[src/rtl/switch_debounce_if.sv]
// Switch debouncer signal bundle: synchronized inputs in, debounced levels and strobes out.
// master drives sync_in (upstream/consumer side); slave is the debouncer itself.
interface switch_debounce_if #(
   parameter int unsigned WIDTH = 10
);
   logic [WIDTH-1:0] sync_in;
   logic [WIDTH-1:0] db_out;
   logic [WIDTH-1:0] rise_pulse;
   logic [WIDTH-1:0] fall_pulse;
   logic             any_change;

   modport master (
      output sync_in,
      input  db_out,
      input  rise_pulse,
      input  fall_pulse,
      input  any_change
   );

   modport slave (
      input  sync_in,
      output db_out,
      output rise_pulse,
      output fall_pulse,
      output any_change
   );
endinterface

[src/rtl/switch_debounce.sv]
// Per-bit debouncer with registered level, single-cycle rise/fall strobes and a combined
// change flag; each bit accepts a new level after DEBOUNCE_CYCLES consecutive differing samples.
module switch_debounce #(
   parameter int unsigned WIDTH           = 10,
   parameter int unsigned DEBOUNCE_CYCLES = 500000
) (
   input logic               clk,
   input logic               rst,
   switch_debounce_if.slave  bus
);
   localparam int unsigned      CNT_W   = $clog2(DEBOUNCE_CYCLES);
   localparam logic [CNT_W-1:0] CNT_MAX = CNT_W'(DEBOUNCE_CYCLES - 1);

   logic [CNT_W-1:0] cnt_q [WIDTH];
   logic [CNT_W-1:0] cnt_d [WIDTH];
   logic [WIDTH-1:0] db_q, db_d;
   logic [WIDTH-1:0] rise_q, rise_d;
   logic [WIDTH-1:0] fall_q, fall_d;
   logic             any_q, any_d;

   always_comb begin
      db_d   = db_q;
      rise_d = '0;
      fall_d = '0;
      for (int i = 0; i < int'(WIDTH); i++) begin
         cnt_d[i] = '0;
         if (bus.sync_in[i] != db_q[i]) begin
            if (cnt_q[i] == CNT_MAX) begin
               // Last of the required consecutive samples: accept and strobe.
               db_d[i]   = bus.sync_in[i];
               rise_d[i] = bus.sync_in[i];
               fall_d[i] = ~bus.sync_in[i];
            end else begin
               cnt_d[i] = cnt_q[i] + 1'b1;
            end
         end
      end
      any_d = (|rise_d) | (|fall_d);
   end

   always_ff @(posedge clk) begin
      if (rst) begin
         db_q   <= '0;
         rise_q <= '0;
         fall_q <= '0;
         any_q  <= 1'b0;
         for (int i = 0; i < int'(WIDTH); i++) begin
            cnt_q[i] <= '0;
         end
      end else begin
         db_q   <= db_d;
         rise_q <= rise_d;
         fall_q <= fall_d;
         any_q  <= any_d;
         for (int i = 0; i < int'(WIDTH); i++) begin
            cnt_q[i] <= cnt_d[i];
         end
      end
   end

   assign bus.db_out     = db_q;
   assign bus.rise_pulse = rise_q;
   assign bus.fall_pulse = fall_q;
   assign bus.any_change = any_q;
endmodule
[src/flat_wrapper.sv]
// flat-port wrapper written by rule: the top's interface ports become plain ports
module switch_debounce_flat 
#(
   parameter int unsigned WIDTH           = 10,
   parameter int unsigned DEBOUNCE_CYCLES = 500000
)
  (clk, rst, bus_sync_in, bus_db_out, bus_rise_pulse, bus_fall_pulse, bus_any_change);
  switch_debounce_if #(.WIDTH(WIDTH)) bus_i ();
  input logic clk;
  input logic rst;
  input wire logic [$bits(bus_i.sync_in)-1:0] bus_sync_in;
  output wire logic [$bits(bus_i.db_out)-1:0] bus_db_out;
  output wire logic [$bits(bus_i.rise_pulse)-1:0] bus_rise_pulse;
  output wire logic [$bits(bus_i.fall_pulse)-1:0] bus_fall_pulse;
  output wire logic [$bits(bus_i.any_change)-1:0] bus_any_change;
  assign bus_i.sync_in = bus_sync_in;
  assign bus_db_out = bus_i.db_out;
  assign bus_rise_pulse = bus_i.rise_pulse;
  assign bus_fall_pulse = bus_i.fall_pulse;
  assign bus_any_change = bus_i.any_change;
  switch_debounce #(.WIDTH(WIDTH), .DEBOUNCE_CYCLES(DEBOUNCE_CYCLES)) u_core (.clk(clk), .rst(rst), .bus(bus_i));
endmodule
[config.mk]
export PLATFORM = sky130hd
export DESIGN_NAME = switch_debounce_flat
export DESIGN_NICKNAME = d
export VERILOG_FILES = /design/src/rtl/switch_debounce_if.sv /design/src/rtl/switch_debounce.sv /design/src/flat_wrapper.sv
export SDC_FILE = /design/constraint.sdc
export NUM_CORES = 1
export LEC_CHECK = 0
export CORE_MARGIN = 3
export CORE_UTILIZATION = 54
export CTS_BUF_LIST = sky130_fd_sc_hd__clkbuf_2 sky130_fd_sc_hd__clkbuf_4 sky130_fd_sc_hd__clkbuf_8
export DETAILED_ROUTE_END_ITERATION = 7
export MAX_ROUTING_LAYER = met4
export PLACE_DENSITY_LB_ADDON = 0.3
export SYNTH_ARGS = -nofsm -noshare
export SYNTH_HDL_FRONTEND = slang
export SYNTH_SLANG_ARGS = --single-unit
[constraint.sdc]
create_clock -name clk -period 3.2 [get_ports clk]
set_input_delay 0.64 -clock clk [delete_from_list [all_inputs] [get_ports clk]]
set_output_delay 0.64 -clock clk [all_outputs]
set_load 0.05 [all_outputs]
# == Word-level counts from Yosys, hierarchy flattened ==
# Memory sizes are Yosys's and may differ from the RTL's.
# Cells that the tools add are included.
# op_classes
bitwise_logic,21
add_sub_neg,10
n_reduce_logical,12
eq_ne,20
mux,73
# ops
cell,n
$mux W19,30
$add A19 B1 Y19 const B,10
$eq A19 B19 Y1 const B,10
$mux W1,43
$reduce_and A2 Y1,10
$reduce_or A10 Y1,2
$or A1 B1 Y1,11
$ne A1 B1 Y1,10
$not A1 Y1,10
# totals
wordCells,150
mem_bits_rw,190
memories,1
ff_bits,31
out_inout_bits,31
# mem_list
name,depth,word_bits,rd,rd_ports_with_merged_regs,wr,line,source
u_core.cnt_q,10,19,10,0,10,switch_debounce.sv:14,logic [CNT_W-1:0] cnt_q [WIDTH];

# == Logic depth before layout (Yosys ltp) ==
# depth
depth_word,5
mapped_depth,9

# == Worst setup path after synthesis ==
# No wires, ideal clock.
# synth_timing
kind,flip-flop to flip-flop
start,mem u_core.cnt_q[4][31] (netlist name)
end,mem u_core.cnt_q[4][29] (netlist name)
stages_incl_launch_ff,7
required_ns,3.085
path_buffers,1
setup_slack_ns,0.917
t_arrival_ns,2.168
path_cell_list,dfxtp_1 or4b_1 or4_1 or4_4 nand3b_4 buf_8 nor2_1
# synth_lines
element,line
"start, declared",switch_debounce.sv:14

==> metrics.md <==
| Metric | Value |
|---|---|
| IO buf count | 42 |
| Max-slew violations | 0 |
| Core area | 16800 um2 |
| Worst Path Required | 3590 ps |
| TritonCTS clock tree | done |
| Layout fillers | 1460 |
| Main area contributors after synthesis | dfxtp_1, xnor2_1, nor2_1, xor2_1, nand3_1 |
| Sequential share of the synthesized area | 47.0% |
| CP Buf/Inv Count | 0 |
| Power Density | 513 nW/um2 |
| DR WL/cell | 12.3 um |
| EDFF count, synth | 0 |
| Hold_buf cts | 0 |
| Routed Antenna Nets | 0 |
| Crit-path cells | or4b_2, nor4_1, nand4_1, nand2_1, nor2_1 |
| Share of layout cells above drive strength 1 | 7.06% |
| GRT Util Overall | 18.3% |
| Final HPWL DP | 11000 um |
| RD Place Congestion | 0.805 |
| Chip Height | 138 um |
| Wirelength, routed | 16600 um |
| Family with the most delay on the worst path | simple AND/OR/NAND/NOR gates |
| First-pass iteration count of the detailed router | 4 |
| Row count | 47 |
| Mean Syn Cell Area | 8.92 um2 |
| Initial DRC Count | 245 |
| Register area | 4420 um2 |
| DRC viols | 0 |
| Hold_sp | u_core.cnt_q[3][19] |
| I/O pins | 43 |
| Hold Crit Class | reg2reg |
| Crit-path max FO | 18 |
| Vias in the first global route | 6366 |
| Fin crit share | 75.5% |
| Mapped Area | 9400 um2 |
| Largest area contributor in the netlist | dfxtp_1 |
| DIE AREA | 19000 um2 |
| Final design utilization | 64.1% |
| Post-Layout Inst Area | 10800 um2 |
| Setup crit start kind | flop |
| Inserted Diodes | 0 |
| Post-layout nets | 1130 |
| Post-route setup TNS | 0 ps |
| Peak supply drop | 375 uV |
| Critical-path top delay cell | or4b_2 |
| Worst Path Arrival | 2800 ps |
| Yosys cell types | 45 |
| Post-DP Area | 9980 um2 |
| Fin Clk Skew | 29.2 ps |
| Max Clk Rate | 0.414 GHz |
| Crit. End Element | flop |
| Final hold violation count | 0 |
| Die Wd | 138 um |
| Maxcap violations | 0 |
| First-pass GRT wire length | 28300 um |
| Post-synthesis net count | 1076 |
| Status | finished, final reports clean |
| Worst-path clk slew | 70 ps |
| Clock Sinks | 221 |
| Synthesis Warnings | 0 |
| RSZ-0062 raised after global routing | no |
| Clock Path Buffers | 3 |
| H-tree depth | 2 |
| Vias/cell | 5.15 |
| Later-pin clock latency in the skew report | 520 ps |
| Dpl ws | 760 ps |
| Max-slew headroom | 50.4% |
| Synth Flop Type | dfxtp_1 |
| Routed vias | 6971 |
| Initial antenna violation count | 0 |
| Final setup vio count | 0 |
| Clock root cell | clkbuf_8 |
| Leak Pwr | 0.00359 uW |
| Async S/R FF share, synth | 0% |
| Largest net degree at the start of global routing | 29 |
| CTS buffer count | 37 |
| Cell count after synthesis | 1054 |
| Hold WS | 445 ps |
| Layout area overhead | 14.7% |
| Setup Fix Bufs, Post-CTS | 0 |
| Final WS setup | 785 ps |
| GRT overflow | 0 |
| Fin crit period | 2410 ps |
| Critical Path Max Stage Delay | 680 ps |
| FF+latch count, synth | 221 |
| Starting Density | 55.9% |
| Reg2reg start | u_core.cnt_q[2][30] |
| Multi-input logic area | 4760 um2 |
| Resize count post-CTS | 0 |
| Worst-Margin Slew | 738 ps |
| Setup CP Type | reg2reg |
| Top-area cell type share of the netlist area | 47.0% |
| Crit path from | u_core.cnt_q[2][30] |
[area by class of cell]
type,count,share of cell area [%]
Sequential cell,221,41.0
Timing Repair Buffer,44,3.99
Multi-Input combinational cell,781,44.2
Clock buffer,55,6.56
Clock inverter,9,0.905
Inverter,23,0.801
Tap cell,220,2.55
[metrics by stage]
step	std cells	total power [uW]
final	1353	5530
after global routing	1353	5740
after CTS	1353	5610
after detailed placement	1289	2930
after global placement	1289	2930
after floorplan	1054	2900
[path summary, 6_finish.rpt]
check | end | cells past startpoint | slack (ps)
min | u_core.cnt_q[3][19] | 1 | 450
max reg2reg | u_core.cnt_q[2][34] | 5 | 790
max | u_core.cnt_q[2][34] | 5 | 790
min reg2reg | u_core.cnt_q[3][19] | 1 | 450
[layout by cell type (no fill, tap or decap), drive strengths merged, types with 9 or more instances in the layout]
| master | instances |
|---|---|
| nor4b | 24 |
| and3 | 25 |
| clkdlybuf4s50 | 41 |
| nor3 | 31 |
| inv | 23 |
| and4 | 20 |
| mux2i | 9 |
| xor2 | 75 |
| nand4 | 41 |
| clkbuf | 55 |
| dfxtp | 221 |
| nor4 | 15 |
| xnor2 | 104 |
| nand3 | 56 |
| nand2 | 73 |
| ha | 10 |
| nor2 | 240 |
[power breakdown]
part           internal (uW)  switching (uW)
combinational           31.4            64.1
clock                   1580            1080
sequential              2760            11.2
total                   4370            1160
[cells in the mapped netlist, types with 2 or more instances]
cell type	number
and3b_1	5
buf_2	3
or4b_2	4
xor2_1	75
or4b_1	2
clkbuf_1	22
a21oi_1	2
and4_1	20
dfxtp_1	221
nand3_1	56
xnor2_1	104
nor4_1	15
nand2b_1	2
or2_1	2
nor2b_1	6
or2_2	4
nor4bb_1	6
mux2i_1	9
nor4b_1	24
or4bb_1	2
and3_1	25
and2_1	4
inv_1	23
ha_1	10
or4_1	4
nand4_1	41
nor2_1	240
nand2_1	71
nor3_1	31
buf_4	2
nand3b_1	5
[layer usage]
metal | wire length [um] | vias up | global-route usage, % | part of all wire [%]
met5 | 0 | - | - | 0
li1 | - | 3665 | - | -
met2 | 7180 | 89 | 27.8 | 43
met3 | 784 | 31 | 4.83 | 4.7
met4 | 352 | 0 | 5.76 | 2.1
met1 | 8270 | 3186 | 24.0 | 50
[cell families (layout without fill, tap and decap cells)]
family                   after synthesis  after routing  synth area share [%]
AO/OA/AOI/OAI                          6              6                 0.399
AND/OR/NAND/NOR                      577            577                  31.3
multiplexers                           9              9                 0.958
flip-flops                           221            221                  47.0
buffers and inverters                 52            131                  2.31
XOR/XNOR                             179            179                  16.7
adder cells (fa/ha/maj)               10             10                  1.33
[flip-flops by register name, summed over array words and instances (netlist names)]
name,flops
u_core.cnt_q,190
u_core.bus.db_out,10
u_core.bus.fall_pulse,10
u_core.bus.rise_pulse,10
u_core.bus.any_change,1
No activity file was read; power rests on OpenSTA's default activity.
